**config.mk**
```make
export PLATFORM = sky130hd
export DESIGN_NAME = multicycle_ctrl
export DESIGN_NICKNAME = d
export VERILOG_FILES = /design/src/rtl/multicycle_ctrl_pkg.sv /design/src/rtl/multicycle_ctrl_alu_decode.sv /design/src/rtl/multicycle_ctrl.sv
export SDC_FILE = /design/constraint.sdc
export NUM_CORES = 1
export LEC_CHECK = 0
export CAP_MARGIN = 20
export CORE_MARGIN = 3
export CORE_UTILIZATION = 44
export CTS_BUF_LIST = sky130_fd_sc_hd__clkbuf_16
export DETAILED_ROUTE_END_ITERATION = 8
export PLACE_DENSITY = 0.86
export SLEW_MARGIN = 20
export SYNTH_ARGS = -nofsm -noshare
export SYNTH_HDL_FRONTEND = slang
export SYNTH_SLANG_ARGS = --single-unit
```
**constraint.sdc**
```tcl
create_clock -name clk -period 5.05 [get_ports clk]
set_input_delay 1.515 -clock clk [delete_from_list [all_inputs] [get_ports clk]]
set_output_delay 1.515 -clock clk [all_outputs]
set_load 0.02 [all_outputs]
```
**src/rtl/multicycle_ctrl_pkg.sv**
```systemverilog
// Shared encodings for the multicycle MIPS control path: ALU operation codes,
// FSM state codes, instruction fields, datapath select codes and the control word.
package multicycle_ctrl_pkg;

    localparam int ALUOP_W_DEF = 6;
    localparam int RA_REG      = 31;

    localparam logic [5:0] ALUOP_ADD  = 6'd0;
    localparam logic [5:0] ALUOP_ADDU = 6'd1;
    localparam logic [5:0] ALUOP_SUB  = 6'd2;
    localparam logic [5:0] ALUOP_SUBU = 6'd3;
    localparam logic [5:0] ALUOP_AND  = 6'd4;
    localparam logic [5:0] ALUOP_OR   = 6'd5;
    localparam logic [5:0] ALUOP_XOR  = 6'd6;
    localparam logic [5:0] ALUOP_NOR  = 6'd7;
    localparam logic [5:0] ALUOP_SLT  = 6'd8;
    localparam logic [5:0] ALUOP_SLTU = 6'd9;
    localparam logic [5:0] ALUOP_SLL  = 6'd10;
    localparam logic [5:0] ALUOP_SRL  = 6'd11;
    localparam logic [5:0] ALUOP_SRA  = 6'd12;
    localparam logic [5:0] ALUOP_SLLV = 6'd13;
    localparam logic [5:0] ALUOP_SRLV = 6'd14;
    localparam logic [5:0] ALUOP_SRAV = 6'd15;
    localparam logic [5:0] ALUOP_LUI  = 6'd16;

    localparam logic [3:0] ST_FETCH  = 4'd0;
    localparam logic [3:0] ST_DECODE = 4'd1;
    localparam logic [3:0] ST_MEMADR = 4'd2;
    localparam logic [3:0] ST_MEMRD  = 4'd3;
    localparam logic [3:0] ST_MEMWB  = 4'd4;
    localparam logic [3:0] ST_MEMWR  = 4'd5;
    localparam logic [3:0] ST_REXEC  = 4'd6;
    localparam logic [3:0] ST_RWB    = 4'd7;
    localparam logic [3:0] ST_IEXEC  = 4'd8;
    localparam logic [3:0] ST_IWB    = 4'd9;
    localparam logic [3:0] ST_BRANCH = 4'd10;
    localparam logic [3:0] ST_JUMP   = 4'd11;
    localparam logic [3:0] ST_JAL    = 4'd12;

    localparam logic [5:0] OP_RTYPE = 6'h00;
    localparam logic [5:0] OP_J     = 6'h02;
    localparam logic [5:0] OP_JAL   = 6'h03;
    localparam logic [5:0] OP_BEQ   = 6'h04;
    localparam logic [5:0] OP_BNE   = 6'h05;
    localparam logic [5:0] OP_ADDI  = 6'h08;
    localparam logic [5:0] OP_ADDIU = 6'h09;
    localparam logic [5:0] OP_SLTI  = 6'h0A;
    localparam logic [5:0] OP_SLTIU = 6'h0B;
    localparam logic [5:0] OP_ANDI  = 6'h0C;
    localparam logic [5:0] OP_ORI   = 6'h0D;
    localparam logic [5:0] OP_XORI  = 6'h0E;
    localparam logic [5:0] OP_LUI   = 6'h0F;
    localparam logic [5:0] OP_LW    = 6'h23;
    localparam logic [5:0] OP_SW    = 6'h2B;

    localparam logic [5:0] FN_SLL  = 6'h00;
    localparam logic [5:0] FN_SRL  = 6'h02;
    localparam logic [5:0] FN_SRA  = 6'h03;
    localparam logic [5:0] FN_SLLV = 6'h04;
    localparam logic [5:0] FN_SRLV = 6'h06;
    localparam logic [5:0] FN_SRAV = 6'h07;
    localparam logic [5:0] FN_ADD  = 6'h20;
    localparam logic [5:0] FN_ADDU = 6'h21;
    localparam logic [5:0] FN_SUB  = 6'h22;
    localparam logic [5:0] FN_SUBU = 6'h23;
    localparam logic [5:0] FN_AND  = 6'h24;
    localparam logic [5:0] FN_OR   = 6'h25;
    localparam logic [5:0] FN_XOR  = 6'h26;
    localparam logic [5:0] FN_NOR  = 6'h27;
    localparam logic [5:0] FN_SLT  = 6'h2A;
    localparam logic [5:0] FN_SLTU = 6'h2B;

    localparam logic [1:0] ASRC_PC   = 2'd0;
    localparam logic [1:0] ASRC_REGA = 2'd1;
    localparam logic [1:0] ASRC_REGB = 2'd2;

    localparam logic [2:0] BSRC_REGB    = 3'd0;
    localparam logic [2:0] BSRC_FOUR    = 3'd1;
    localparam logic [2:0] BSRC_SIMM    = 3'd2;
    localparam logic [2:0] BSRC_SIMM_SH = 3'd3;
    localparam logic [2:0] BSRC_ZIMM    = 3'd4;
    localparam logic [2:0] BSRC_SHAMT   = 3'd5;

    localparam logic [1:0] PCSRC_ALU    = 2'd0;
    localparam logic [1:0] PCSRC_ALUOUT = 2'd1;
    localparam logic [1:0] PCSRC_JUMP   = 2'd2;

    localparam logic [1:0] REGDST_RT = 2'd0;
    localparam logic [1:0] REGDST_RD = 2'd1;
    localparam logic [1:0] REGDST_RA = 2'd2;

    localparam logic [1:0] M2R_ALUOUT = 2'd0;
    localparam logic [1:0] M2R_MDR    = 2'd1;
    localparam logic [1:0] M2R_PC     = 2'd2;

    typedef struct packed {
        logic       pc_write;
        logic       iord;
        logic       mem_write;
        logic       ir_write;
        logic [1:0] reg_dst;
        logic [1:0] mem_to_reg;
        logic       reg_write;
        logic [1:0] alu_src_a;
        logic [2:0] alu_src_b;
        logic [1:0] pc_src;
        logic [5:0] alu_op;
        logic       illegal;
    } ctrl_t;

    localparam ctrl_t CTRL_IDLE = '{
        pc_write:   1'b0,
        iord:       1'b0,
        mem_write:  1'b0,
        ir_write:   1'b0,
        reg_dst:    2'd0,
        mem_to_reg: 2'd0,
        reg_write:  1'b0,
        alu_src_a:  2'd0,
        alu_src_b:  3'd0,
        pc_src:     2'd0,
        alu_op:     ALUOP_ADD,
        illegal:    1'b0
    };

    function automatic logic [5:0] imm_alu_op(input logic [5:0] op);
        case (op)
            OP_ADDIU: imm_alu_op = ALUOP_ADDU;
            OP_SLTI:  imm_alu_op = ALUOP_SLT;
            OP_SLTIU: imm_alu_op = ALUOP_SLTU;
            OP_ANDI:  imm_alu_op = ALUOP_AND;
            OP_ORI:   imm_alu_op = ALUOP_OR;
            OP_XORI:  imm_alu_op = ALUOP_XOR;
            OP_LUI:   imm_alu_op = ALUOP_LUI;
            default:  imm_alu_op = ALUOP_ADD;
        endcase
    endfunction

    // Logical immediates and lui take the zero-extended immediate.
    function automatic logic imm_is_zext(input logic [5:0] op);
        case (op)
            OP_ANDI, OP_ORI, OP_XORI, OP_LUI: imm_is_zext = 1'b1;
            default:                          imm_is_zext = 1'b0;
        endcase
    endfunction

endpackage

```
**src/rtl/multicycle_ctrl_alu_decode.sv**
```systemverilog
// Combinational R-type Funct decoder: ALU operation, legality, and whether the
// operation shifts by the shamt field.
module alu_decode
    import multicycle_ctrl_pkg::*;
(
    input  logic [5:0] funct,
    output logic [5:0] alu_op,
    output logic       legal,
    output logic       shamt_op
);

    // Funct lookup; unmapped codes are flagged illegal.
    always_comb begin
        alu_op   = ALUOP_ADD;
        legal    = 1'b1;
        shamt_op = 1'b0;
        case (funct)
            FN_SLL:  begin alu_op = ALUOP_SLL; shamt_op = 1'b1; end
            FN_SRL:  begin alu_op = ALUOP_SRL; shamt_op = 1'b1; end
            FN_SRA:  begin alu_op = ALUOP_SRA; shamt_op = 1'b1; end
            FN_SLLV: alu_op = ALUOP_SLLV;
            FN_SRLV: alu_op = ALUOP_SRLV;
            FN_SRAV: alu_op = ALUOP_SRAV;
            FN_ADD:  alu_op = ALUOP_ADD;
            FN_ADDU: alu_op = ALUOP_ADDU;
            FN_SUB:  alu_op = ALUOP_SUB;
            FN_SUBU: alu_op = ALUOP_SUBU;
            FN_AND:  alu_op = ALUOP_AND;
            FN_OR:   alu_op = ALUOP_OR;
            FN_XOR:  alu_op = ALUOP_XOR;
            FN_NOR:  alu_op = ALUOP_NOR;
            FN_SLT:  alu_op = ALUOP_SLT;
            FN_SLTU: alu_op = ALUOP_SLTU;
            default: legal  = 1'b0;
        endcase
    end

endmodule

```
**src/rtl/multicycle_ctrl.sv**
```systemverilog
// Main control FSM of the multicycle MIPS datapath: sequences fetch, decode,
// execute, memory and write-back, and drives the ALU operation and operand selects.
module multicycle_ctrl
    import multicycle_ctrl_pkg::*;
#(
    parameter int ALUOP_W = ALUOP_W_DEF
) (
    input  logic               clk,
    input  logic               rst,
    input  logic [5:0]         Op,
    input  logic [5:0]         Funct,
    input  logic               Zero,
    output logic               PCWrite,
    output logic               IorD,
    output logic               MemWrite,
    output logic               IRWrite,
    output logic [1:0]         RegDst,
    output logic [1:0]         MemtoReg,
    output logic               RegWrite,
    output logic [1:0]         ALUSrcA,
    output logic [2:0]         ALUSrcB,
    output logic [1:0]         PCSrc,
    output logic [ALUOP_W-1:0] ALUOp,
    output logic               Illegal,
    output logic [3:0]         State
);

    logic [3:0] state_q;
    logic [3:0] state_d;
    logic [5:0] r_alu_op_s;
    logic       r_legal_s;
    logic       r_shamt_s;
    ctrl_t      ctrl_s;

    alu_decode u_alu_decode (
        .funct    (Funct),
        .alu_op   (r_alu_op_s),
        .legal    (r_legal_s),
        .shamt_op (r_shamt_s)
    );

    // Next-state and Moore control word.
    always_comb begin
        ctrl_s  = CTRL_IDLE;
        state_d = ST_FETCH;
        case (state_q)
            ST_FETCH: begin
                ctrl_s.ir_write  = 1'b1;
                ctrl_s.alu_src_b = BSRC_FOUR;
                ctrl_s.pc_write  = 1'b1;
                state_d          = ST_DECODE;
            end
            ST_DECODE: begin
                ctrl_s.alu_src_b = BSRC_SIMM_SH;
                case (Op)
                    OP_LW, OP_SW: state_d = ST_MEMADR;
                    OP_RTYPE: begin
                        if (r_legal_s) begin
                            state_d = ST_REXEC;
                        end else begin
                            ctrl_s.illegal = 1'b1;
                            state_d        = ST_FETCH;
                        end
                    end
                    OP_BEQ, OP_BNE: state_d = ST_BRANCH;
                    OP_ADDI, OP_ADDIU, OP_SLTI, OP_SLTIU,
                    OP_ANDI, OP_ORI, OP_XORI, OP_LUI: state_d = ST_IEXEC;
                    OP_J:   state_d = ST_JUMP;
                    OP_JAL: state_d = ST_JAL;
                    default: begin
                        ctrl_s.illegal = 1'b1;
                        state_d        = ST_FETCH;
                    end
                endcase
            end
            ST_MEMADR: begin
                ctrl_s.alu_src_a = ASRC_REGA;
                ctrl_s.alu_src_b = BSRC_SIMM;
                if (Op == OP_LW) begin
                    state_d = ST_MEMRD;
                end else begin
                    state_d = ST_MEMWR;
                end
            end
            ST_MEMRD: begin
                ctrl_s.iord = 1'b1;
                state_d     = ST_MEMWB;
            end
            ST_MEMWB: begin
                ctrl_s.reg_dst    = REGDST_RT;
                ctrl_s.mem_to_reg = M2R_MDR;
                ctrl_s.reg_write  = 1'b1;
            end
            ST_MEMWR: begin
                ctrl_s.iord      = 1'b1;
                ctrl_s.mem_write = 1'b1;
            end
            ST_REXEC: begin
                ctrl_s.alu_op = r_alu_op_s;
                // Constant shifts shift regB by shamt rather than using regA.
                if (r_shamt_s) begin
                    ctrl_s.alu_src_a = ASRC_REGB;
                    ctrl_s.alu_src_b = BSRC_SHAMT;
                end else begin
                    ctrl_s.alu_src_a = ASRC_REGA;
                    ctrl_s.alu_src_b = BSRC_REGB;
                end
                state_d = ST_RWB;
            end
            ST_RWB: begin
                ctrl_s.reg_dst    = REGDST_RD;
                ctrl_s.mem_to_reg = M2R_ALUOUT;
                ctrl_s.reg_write  = 1'b1;
            end
            ST_IEXEC: begin
                ctrl_s.alu_src_a = ASRC_REGA;
                ctrl_s.alu_src_b = imm_is_zext(Op) ? BSRC_ZIMM : BSRC_SIMM;
                ctrl_s.alu_op    = imm_alu_op(Op);
                state_d          = ST_IWB;
            end
            ST_IWB: begin
                ctrl_s.reg_dst    = REGDST_RT;
                ctrl_s.mem_to_reg = M2R_ALUOUT;
                ctrl_s.reg_write  = 1'b1;
            end
            ST_BRANCH: begin
                ctrl_s.alu_src_a = ASRC_REGA;
                ctrl_s.alu_src_b = BSRC_REGB;
                ctrl_s.alu_op    = ALUOP_SUB;
                ctrl_s.pc_src    = PCSRC_ALUOUT;
                ctrl_s.pc_write  = (Op == OP_BNE) ? ~Zero : Zero;
            end
            ST_JUMP: begin
                ctrl_s.pc_src   = PCSRC_JUMP;
                ctrl_s.pc_write = 1'b1;
            end
            ST_JAL: begin
                // PC+4 is written to RA on the same edge the jump target loads.
                ctrl_s.pc_src     = PCSRC_JUMP;
                ctrl_s.pc_write   = 1'b1;
                ctrl_s.reg_dst    = REGDST_RA;
                ctrl_s.mem_to_reg = M2R_PC;
                ctrl_s.reg_write  = 1'b1;
            end
            default: state_d = ST_FETCH;
        endcase
    end

    // State register; reset forces FETCH asynchronously.
    always_ff @(posedge clk or posedge rst) begin
        if (rst) begin
            state_q <= ST_FETCH;
        end else begin
            state_q <= state_d;
        end
    end

    // Enables are masked while reset is held so nothing is written mid-reset.
    assign PCWrite  = ctrl_s.pc_write  & ~rst;
    assign IRWrite  = ctrl_s.ir_write  & ~rst;
    assign MemWrite = ctrl_s.mem_write & ~rst;
    assign RegWrite = ctrl_s.reg_write & ~rst;
    assign Illegal  = ctrl_s.illegal   & ~rst;
    assign IorD     = ctrl_s.iord;
    assign RegDst   = ctrl_s.reg_dst;
    assign MemtoReg = ctrl_s.mem_to_reg;
    assign ALUSrcA  = ctrl_s.alu_src_a;
    assign ALUSrcB  = ctrl_s.alu_src_b;
    assign PCSrc    = ctrl_s.pc_src;
    assign ALUOp    = ALUOP_W'(ctrl_s.alu_op);
    assign State    = state_q;

endmodule

```
==> metrics.md <==
| Metric | Value |
|---|---|
| DIE WIDTH | `50.4 um` |
| Min Clock Period, post-route | `4.98 ns` |
| Die height | `50.4 um` |
| Top cell type by total area after synthesis | `dfrtp_1` |
| Status | `finished clean` |
| CP arrival | `3.46 ns` |
| FF-to-FF End | `State[3]` |
| Share of layout cells above drive strength 1 | `0.107` |
| Max-cap viol count | `0` |
| CTS tree | `done` |
| Routed WL per cell | `14.8 um` |
| Post-route setup slack | `0.0717 ns` |
| Largest net degree at the start of global routing | `18` |
| Final-report hold violation count | `0` |
| Antenna Cells | `0` |
| Area growth from synthesis to final layout | `61.4%` |
| Synth Area per Inst | `6.41 um2` |
| VDD IR max | `0.128 mV` |
| H-tree depth | `1` |
| Placeable Area | `1780 um2` |
| Routed vias | `1204` |
| Hold-fix buffers at CTS | `0` |
| DR vias/cell | `5.96` |
| Total die area | `2540 um2` |
| Ys Warns | `0` |
| FMAX | `201 MHz` |
| Synth unique cells | `48` |
| Gp weighted congestion | `0.924` |
| CP startpoint | `Op[2]` |
| Fin crit share | `0.986` |
| Root Buffer Master | `clkbuf_16` |
| Critical Path End | `ALUOp[1]` |
| DR DRC count | `0` |
| #FFs+latches synth | `4` |
| Drt first pass iters | `4` |
| Filler Cells Inserted | `130` |
| Port Buf Inserts | `40` |
| Num CTS Buffers | `3` |
| CP endpoint kind | `output pin` |
| Area after DPL | `1300 um2` |
| CP max FO | `7` |
| Initial DRC count | `56` |
| RR Startpoint | `State[3]` |
| Syn Nets | `150` |
| CTS max path bufs | `2` |
| RSZ-0062 raised after global routing | `no` |
| Clk sink count | `4` |
| FP Rows | `15` |
| Mapped Area | `866 um2` |
| Post-CTS setup buffer count | `0` |
| R2R Setup Slk | `3.56 ns` |
| Crit start category | `input port` |
| Worst-Margin Slew | `0.531 ns` |
| Worst Path Required | `3.54 ns` |
| GRT Total Usage | `0.236` |
| Post-detailed-routing wire length | `2.98 mm` |
| Effective utilization at floorplan | `0.486` |
| Vias in the first global route | `1067` |
| Post-route setup TNS | `0 ns` |
| Leak pwr | `0.638 nW` |
| Yosys top cell area share | `0.116` |
| Clock Skews | `0.000594 ns` |
| Cells after synthesis | `135` |
| PwrDens | `211 nW/um2` |
| Max reg flops | `4` |
| Post-place setup slack | `0.0310 ns` |
| Final setup fails | `0` |
| Routed Antenna Nets | `0` |
| Slew Viols, Final | `0` |
| # IOs | `42` |
| HP Start | `State[1]` |
| Relative slew slack | `0.646` |
| First-pass GRT wire length | `4.71 mm` |
| Kind of critical path | `in -> out` |
| Post-layout nets | `194` |
| Total gr overflow | `0` |
| Final instance area | `1400 um2` |
| FF-to-FF path depth | `4` |
| Clock-pin slew on the worst setup and hold paths | `0.03 ns` |
| Sequential element share of the synthesized area | `0.116` |
| Min-delay worst type | `reg -> reg` |
| Post-DP HPWL | `2.17 mm` |
| Dominant cells by area after synthesis | `dfrtp_1, nor2_1, a21oi_1` |
| Initial antenna violation count | `0` |
| Clk_lat worst skew | `0.22 ns` |
==> critical path, stage by stage <==
cell	delay (ns)
clkdlybuf4s50_1	0.51
buf_4	0.18
and3_4	0.20
nand3_2	0.11
nor3b_1	0.23
or3_1	0.13
clkdlybuf4s50_1	0.60
==> logic make-up after synthesis <==
kind of cell / after synthesis / share of synthesized area
AO/OA/AOI/OAI: 34 / 0.249
XOR/XNOR: 2 / 0.0202
buffers and inverters: 19 / 0.116
flip-flops: 4 / 0.116
multiplexers: 1 / 0.0116
other: 1 / 0.00433
AND/OR/NAND/NOR: 74 / 0.484
==> final cells by class <==
class / count / area [um2] / share of cell area
clock buffers: 3 / 75.1 / 0.0537
well taps: 25 / 31.3 / 0.0224
multi-input cells: 112 / 666 / 0.476
flip-flops and latches: 4 / 100 / 0.0716
inverters: 8 / 30.0 / 0.0215
repair buffers: 50 / 495 / 0.355
==> stage by stage <==
| step | total power, mW | hold WS [ns] | instances | utilization |
|---|---|---|---|---|
| 2_1_floorplan | 0.114 | 0.780 | 135 | - |
| 3_3_place_gp | 0.165 | 0.717 | 199 | 0.731 |
| 3_5_place_dp | 0.168 | 0.730 | 199 | 0.731 |
| 4_1_cts | 0.296 | 0.737 | 202 | 0.773 |
| 5_1_grt | 0.309 | 0.785 | 202 | 0.784 |
| 6_report | 0.295 | 0.741 | 202 | 0.784 |
==> layer usage <==
layer,vias to the layer above,share of wire,global-route usage,wire length (um)
met3,12,0.082,0.0445,244
met4,0,0.041,0.135,122
met1,548,0.39,0.255,1170
li1,573,-,-,-
met5,-,0,0,0
met2,71,0.48,0.424,1450
==> repair_timing <==
item                       CTS  global route
gates resized for setup      0             8
setup endpoints to repair    0             8
hold endpoints to repair     0             0
==> how the worst min path moves through the flow <==
stage                     cells past startpoint  endpoint
after floorplan                               3  State[0]
after global placement                        1  State[3]
after detailed placement                      1  State[3]
after CTS                                     1  State[3]
after global routing                          1  State[3]
final                                         1  State[3]
==> placed cells by master (no fill, tap or decap), types with 3 or more instances in the layout <==
master / synthesis / routed
dfrtp_1: 4 / 4
nor2b_1: 3 / 3
buf_4: 4 / 10
dlymetal6s2s_1: 0 / 8
o2111ai_1: 3 / 3
or3_1: 3 / 3
nor3_1: 9 / 9
nand2_1: 14 / 14
nand2b_1: 5 / 5
nand3_1: 5 / 5
nor2_1: 15 / 15
inv_1: 7 / 7
o21ai_0: 6 / 6
clkdlybuf4s50_1: 0 / 32
a21oi_1: 11 / 11
clkbuf_16: 0 / 3
==> power breakdown <==
part	switching, mW	internal, mW
Sequential	0.0126	0.0353
Clock	0.0234	0.101
Combinational	0.0666	0.0559
==> cell usage after synthesis, drive strengths merged <==
cell and number:
conb 1, o31a 1, nor3b 2, o21ai 8
dfrtp 4, nor2b 3, o2111ai 3, a31oi 1
nand4b 2, o32ai 2, or4 1, buf 10
clkinv 1, a21oi 11, nand2 14, xnor2 1
inv 7, and3 2, xor2 1, o221ai 1
clkbuf 1, and2b 2, o31ai 1, mux2i 1
nand4 2, nor3 10, and2 2, a2bb2oi 1
o2bb2ai 1, nor2 17, nand3 6, o22ai 2
nor4 2, nand2b 5, a211oi 1, nor4b 1
or3 3, o211ai 1
Power figures use the tool's default switching activity.
